$ cat config.mk
export PLATFORM = sky130hd
export DESIGN_NAME = cu_read_command_arbiter_flat
export DESIGN_NICKNAME = d
export VERILOG_FILES = /design/src/rtl/cu_read_command_arbiter_if.sv /design/src/rtl/cu_read_command_arbiter.sv /design/src/flat_wrapper.sv
export SDC_FILE = /design/constraint.sdc
export NUM_CORES = 2
export LEC_CHECK = 0
export CAP_MARGIN = 10
export CORE_MARGIN = 2
export CORE_UTILIZATION = 61
export DETAILED_ROUTE_END_ITERATION = 7
export HOLD_SLACK_MARGIN = 0.05
export PLACE_DENSITY = 0.77
export SLEW_MARGIN = 20
export SYNTH_ARGS = -nofsm -noshare
export SYNTH_HDL_FRONTEND = slang
export SYNTH_SLANG_ARGS = --single-unit
$ cat constraint.sdc
create_clock -name clock -period 17.1 [get_ports clock]
set_clock_uncertainty 0.15 [all_clocks]
set_input_delay 3.42 -clock clock [delete_from_list [all_inputs] [get_ports clock]]
set_output_delay 3.42 -clock clock [all_outputs]
set_load 0.01 [all_outputs]
$ cat src/rtl/cu_read_command_arbiter_if.sv
// Command/status types and the bundled bus between CU job-control requesters,
// the read-command arbiter and the AFU read command buffer.
package cu_arb_pkg;
    typedef struct packed {
        logic [7:0]  cu_id;
        logic [11:0] real_size;
    } CommandMeta;

    typedef struct packed {
        logic        valid;
        logic [63:0] address;
        logic [11:0] size;
        CommandMeta  cmd;
    } CommandBufferLine;

    // empty sits in the LSB so an idle FIFO reads back as 4'b0001
    typedef struct packed {
        logic valid;
        logic alfull;
        logic full;
        logic empty;
    } BufferStatus;
endpackage

interface cu_read_command_arbiter_if #(parameter int NUM_REQ = 4);
    localparam int IW = $clog2(NUM_REQ);

    logic                                       enabled;
    cu_arb_pkg::CommandBufferLine [NUM_REQ-1:0] command_in;
    cu_arb_pkg::BufferStatus                    command_buffer_status;
    cu_arb_pkg::CommandBufferLine               command_out;
    cu_arb_pkg::BufferStatus      [NUM_REQ-1:0] req_buffer_status;
    logic                         [IW-1:0]      grant_id;
    logic                         [NUM_REQ-1:0] overflow;

    modport master (
        output enabled, command_in, command_buffer_status,
        input  command_out, req_buffer_status, grant_id, overflow
    );
    modport slave (
        input  enabled, command_in, command_buffer_status,
        output command_out, req_buffer_status, grant_id, overflow
    );
endinterface

$ cat src/rtl/cu_read_command_arbiter.sv
// Per-requester command FIFOs drained round-robin onto one CU read-command
// channel, throttled by the downstream command buffer's almost-full flag.
module cu_rd_cmd_fifo import cu_arb_pkg::*; #(
    parameter int DEPTH = 8
) (
    input  logic             clock,
    input  logic             rstn,
    input  logic             push,
    input  logic             pop,
    input  CommandBufferLine din,
    output CommandBufferLine head,
    output BufferStatus      status,
    output logic             last_one,
    output logic             overflow
);
    localparam int AW = $clog2(DEPTH);
    localparam logic [AW:0] CNT_FULL   = (AW+1)'(DEPTH);
    localparam logic [AW:0] CNT_ALFULL = (AW+1)'(DEPTH - 2);

    CommandBufferLine mem [DEPTH];
    logic [AW-1:0] wr_ptr, rd_ptr;
    logic [AW:0]   count;
    logic          full, wr_en;

    assign full  = (count == CNT_FULL);
    // a pop in the same cycle frees the slot, so a full FIFO still accepts
    assign wr_en = push & (~full | pop);

    always_ff @(posedge clock or negedge rstn) begin
        if (!rstn) begin
            wr_ptr   <= '0;
            rd_ptr   <= '0;
            count    <= '0;
            overflow <= 1'b0;
        end else begin
            if (wr_en) wr_ptr <= wr_ptr + AW'(1);
            if (pop)   rd_ptr <= rd_ptr + AW'(1);
            if (wr_en && !pop)      count <= count + (AW+1)'(1);
            else if (!wr_en && pop) count <= count - (AW+1)'(1);
            if (push && full && !pop) overflow <= 1'b1;
        end
    end

    always_ff @(posedge clock) begin
        if (wr_en) mem[wr_ptr] <= din;
    end

    assign head          = mem[rd_ptr];
    assign last_one      = (count == (AW+1)'(1));
    assign status.valid  = (count != '0);
    assign status.alfull = (count >= CNT_ALFULL);
    assign status.full   = full;
    assign status.empty  = (count == '0);
endmodule

module cu_read_command_arbiter import cu_arb_pkg::*; #(
    parameter int NUM_REQ    = 4,
    parameter int FIFO_DEPTH = 8
) (
    input logic                      clock,
    input logic                      rstn,
    cu_read_command_arbiter_if.slave bus
);
    localparam int IW = $clog2(NUM_REQ);

    typedef enum logic [1:0] {ARB_RESET, ARB_IDLE, ARB_GRANT, ARB_STALL} arb_state_t;

    arb_state_t                     state, state_nx;
    CommandBufferLine [NUM_REQ-1:0] in_q, head;
    BufferStatus      [NUM_REQ-1:0] fifo_status;
    logic             [NUM_REQ-1:0] push, pop_vec, nonempty, last_one, remain, ovf;
    logic                           alfull_q, pop_en, found;
    logic                           any_nonempty, any_push, any_remain;
    logic [IW-1:0]                  rr_ptr, grant, rr_next, gid_q;
    CommandBufferLine               out_q;

    // only .alfull of the downstream status steers the arbiter
    always_ff @(posedge clock or negedge rstn) begin
        if (!rstn) begin
            in_q     <= '0;
            alfull_q <= 1'b0;
        end else if (bus.enabled) begin
            in_q     <= bus.command_in;
            alfull_q <= bus.command_buffer_status.alfull;
        end
    end

    for (genvar i = 0; i < NUM_REQ; i++) begin : g_port
        assign push[i]     = bus.enabled & in_q[i].valid;
        assign pop_vec[i]  = pop_en & (grant == IW'(i));
        assign nonempty[i] = ~fifo_status[i].empty;
        assign remain[i]   = push[i] | (nonempty[i] & ~(pop_vec[i] & last_one[i]));

        cu_rd_cmd_fifo #(.DEPTH(FIFO_DEPTH)) u_fifo (
            .clock    (clock),
            .rstn     (rstn),
            .push     (push[i]),
            .pop      (pop_vec[i]),
            .din      (in_q[i]),
            .head     (head[i]),
            .status   (fifo_status[i]),
            .last_one (last_one[i]),
            .overflow (ovf[i])
        );
    end

    assign any_nonempty = |nonempty;
    assign any_push     = |push;
    assign any_remain   = |remain;

    // first non-empty port at or after rr_ptr, wrapping
    always_comb begin : p_arb
        int j;
        j     = 0;
        grant = '0;
        found = 1'b0;
        for (int k = 0; k < NUM_REQ; k++) begin
            j = int'(rr_ptr) + k;
            if (j >= NUM_REQ) j = j - NUM_REQ;
            if (!found && nonempty[j]) begin
                found = 1'b1;
                grant = IW'(j);
            end
        end
    end

    assign rr_next = (grant == IW'(NUM_REQ - 1)) ? '0 : grant + IW'(1);

    always_ff @(posedge clock or negedge rstn) begin
        if (!rstn)             state <= ARB_RESET;
        else if (bus.enabled)  state <= state_nx;
    end

    // pending pushes count as work so an idle arbiter reaches GRANT in time
    always_comb begin
        state_nx = state;
        case (state)
            ARB_RESET: state_nx = ARB_IDLE;
            ARB_IDLE:  if ((any_nonempty || any_push) && !alfull_q) state_nx = ARB_GRANT;
            ARB_GRANT: if (alfull_q) state_nx = ARB_STALL;
                       else if (!any_remain) state_nx = ARB_IDLE;
            ARB_STALL: if (!alfull_q) state_nx = (any_nonempty || any_push) ? ARB_GRANT : ARB_IDLE;
            default:   state_nx = ARB_RESET;
        endcase
    end

    always_comb begin
        pop_en = bus.enabled && (state == ARB_GRANT) && !alfull_q && any_nonempty;
    end

    always_ff @(posedge clock or negedge rstn) begin
        if (!rstn) begin
            out_q  <= '0;
            gid_q  <= '0;
            rr_ptr <= '0;
        end else if (bus.enabled) begin
            out_q <= pop_en ? head[grant] : '0;
            if (pop_en) begin
                gid_q  <= grant;
                rr_ptr <= rr_next;
            end
        end
    end

    assign bus.command_out       = out_q;
    assign bus.grant_id          = gid_q;
    assign bus.req_buffer_status = fifo_status;
    assign bus.overflow          = ovf;
endmodule

$ cat src/flat_wrapper.sv
// flat-port wrapper written by rule: the top's interface ports become plain ports
module cu_read_command_arbiter_flat import cu_arb_pkg::*;
#(
    parameter int NUM_REQ    = 4,
    parameter int FIFO_DEPTH = 8
)
  (clock, rstn, bus_enabled, bus_command_in, bus_command_buffer_status, bus_command_out, bus_req_buffer_status, bus_grant_id, bus_overflow);
  cu_read_command_arbiter_if #(.NUM_REQ(NUM_REQ)) bus_i ();
  input logic clock;
  input logic rstn;
  input wire logic [$bits(bus_i.enabled)-1:0] bus_enabled;
  input wire logic [$bits(bus_i.command_in)-1:0] bus_command_in;
  input wire logic [$bits(bus_i.command_buffer_status)-1:0] bus_command_buffer_status;
  output wire logic [$bits(bus_i.command_out)-1:0] bus_command_out;
  output wire logic [$bits(bus_i.req_buffer_status)-1:0] bus_req_buffer_status;
  output wire logic [$bits(bus_i.grant_id)-1:0] bus_grant_id;
  output wire logic [$bits(bus_i.overflow)-1:0] bus_overflow;
  assign bus_i.enabled = bus_enabled;
  assign bus_i.command_in = bus_command_in;
  assign bus_i.command_buffer_status = bus_command_buffer_status;
  assign bus_command_out = bus_i.command_out;
  assign bus_req_buffer_status = bus_i.req_buffer_status;
  assign bus_grant_id = bus_i.grant_id;
  assign bus_overflow = bus_i.overflow;
  cu_read_command_arbiter #(.NUM_REQ(NUM_REQ), .FIFO_DEPTH(FIFO_DEPTH)) u_core (.clock(clock), .rstn(rstn), .bus(bus_i));
endmodule
==> results.cfg <==
[worst_setup_path]
path_buf_inv = 6
cp_max_fo = 93
crit_path_start_kind = input pin
crit_arrival_ns = 9.37
cpMostUsedCell = buf_4
cp_cell_sequence = buf_8 > buf_4 > buf_4 > buf_4 > and3_4 > buf_4 > buf_4 > o221ai_1 > o22ai_1
worstPathRequired_ns = 17.79
end_kind = register
cp_top_family = buffers and inverters
slowest_stage = buf_4
worstSetupPathType = in2reg
slowest_delay_ns = 0.84

[global_route]
grt.overflow.total = 0
grt_pass1_wl_mm = 489
grt_antenna_before_repair = 17
grt_max_degree = 98
first_global_vias = 69400
track_usage_pct = 29.6

[yosys]
synth_area_leaders = edfxtp_1, mux4_2, dfrtp_1, mux2_2, mux2i_1
syn_nets = 6822
synth_top_area_cell = edfxtp_1
synth_edf_count = 3104
synth.top_cell.area_share_pct = 67.1
seq_area_frac_synth_pct = 76.8
netlist_instances = 6398
netlist_area_um2 = 139000
ys_seq_elements = 3640
synth-main-ff-cell = edfxtp_1
synth_async_sr_flop_share_pct = 14.7
yosys_warnings = 0
syn_avg_cell_area_um2 = 21.7
ys_types = 54

[outcome]
outcome = finished clean

[drt]
routed_via_density = 6.62
ant_nets = 0
wl_per_cell_um = 33.0
drc = 0
drt_first_pass_iters = 8
drt_iter0_drc = 8833
wirelength_mm = 341
vias = 68500

[power_and_ir_drop]
p_per_area_nw_per_um2 = 161
ir_drop_mv = 0.126
p_leak_uw = 0.0519

[cts]
hold_buffers = 0
cts_tree = built
cts_htree_levels = 5
ctsResizeCount = 0
clock-root-buffer = clkbuf_16
cts.clk_slew.worst_paths_ns = 0.06
postCtsSetupRepairBufs = 0
cts_made_buffers = 364
insertion_delay_ns = 0.97
ctsLongestPathBuffers = 4
numClockSinks = 3640

[floorplanning]
die_h_um = 481
die_w_um = 481
initial_core_util_pct = 61.2
num_rows = 175
num_io_pins = 514
die-area_um2 = 232000
core_um2 = 227000

[timing]
setup_tns_ns = 0
hold_viol = 0
max_freq_mhz = 115
relSlewSlack_pct = 18.1
finalMaxSlewViolations = 0
min_period_ns = 8.68
worst_pin_slew_ns = 1.23
finalCritPeriodShare_pct = 50.8
rsz0062_at_grt = false
setup_viol = 0

[final_layout]
fin_area_um2 = 160000
syn_to_final_growth_pct = 14.9
layout.cells.most_common_list = edfxtp_1, mux4_2, mux2_2, dfrtp_1, clkdlybuf4s50_1
nNetsFinal = 7462
drive_gt1_share_pct = 28.3
final_common_cell = edfxtp_1

[job]
cap_violations = 0

[placed_design]
routabilityCongestion = 0.836
port_buffers = 510
post-dp-hpwl_mm = 199
placed_area_um2 = 148000

[hold_path]
hold_class = reg2reg
-- synth_stat cells, drive strengths merged, types with 90 or more instances --
library cell,count
a21oi,104
inv,118
mux2i,200
nand2,220
clkbuf,269
o22ai,100
mux2,589
o221ai,96
buf,90
mux4,776
dfrtp,536
edfxtp,3104
-- final cells by class --
cell class / instances / area (µm²)
repair buffers: 633 / 6170
fillers: 13000 / 67300
multi-input cells: 2281 / 30700
flip-flops and latches: 3640 / 107000
well taps: 3009 / 3760
clock buffers: 490 / 10000
clock inverters: 165 / 1840
inverters: 118 / 445
diodes: 2 / 5.00
-- metrics by stage --
stage | setup WS [ns] | power [µW] | hold slack (ns) | std cells | util, %
finish | 8.42 | 25700 | 0.324 | 10300 | 70.4
global route | 8.34 | 26600 | 0.348 | 10300 | 70.4
CTS | 8.58 | 25800 | 0.327 | 10300 | 70.3
detailed placement | 7.64 | 17900 | 0.314 | 9681 | 65.1
global placement | 7.76 | 17700 | 0.309 | 9680 | 65.1
floorplan | 1.55 | 15600 | 0.288 | 6398 | -
-- registers in the layout (all words and copies together) (netlist names) --
register                       flops
u_core.g_port.u_fifo.mem        3104
u_core.in_q                      388
u_core.bus.command_out            97
u_core.g_port.u_fifo.count        16
u_core.g_port.u_fifo.rd_ptr       12
u_core.g_port.u_fifo.wr_ptr       12
u_core.g_port.u_fifo.overflow      4
u_core.bus.grant_id                2
u_core.rr_ptr                      2
u_core.state                       2
u_core.alfull_q                    1
-- kinds of logic (layout without fill, tap and decap cells) --
kind of cell,count (synthesis),in the layout,synth area share (%)
other cells,0,2,0
fa+ha+maj,29,29,0.261
flops,3640,3640,76.8
buf+inv,477,1406,1.33
compound gates,335,335,1.62
xor+xnor,32,32,0.202
mux,1565,1565,18.8
simple gates,320,320,1.04
-- power by group --
group	internal (µW)	switching, µW	leakage (µW)	total [µW]
combinational	2810	3660	0.0117	6470
sequential	10600	730	0.0345	11300
clock	4700	3240	0.00582	7940
total	18100	7630	0.0519	25700
-- layer usage --
metal	share of wire [%]	up-vias	track usage, %	routed length [µm]
met2	48	4061	46.4	165000
met3	9.3	610	5.06	31800
met4	4.5	6	12.6	15500
met1	38	36300	41.9	129000
li1	-	27500	-	-
met5	0.013	-	0	43
-- path summary, 6_finish.rpt --
kind	from	to	slack, ns	cells past startpoint
max	bus_enabled	u_core.bus.command_out[35]	8.42	9
min	u_core.g_port[3].u_fifo.overflow	u_core.g_port[3].u_fifo.overflow	0.32	1
max reg2reg	u_core.g_port[2].u_fifo.count[1]	u_core.g_port[0].u_fifo.mem[6][6]	10.14	12
min reg2reg	u_core.g_port[3].u_fifo.overflow	u_core.g_port[3].u_fifo.overflow	0.32	1
max in group asynchronous	rstn	u_core.in_q[144]	11.46	4
min in group asynchronous	rstn	u_core.in_q[282]	2.30	1
(Power assumes the default switching activity.)
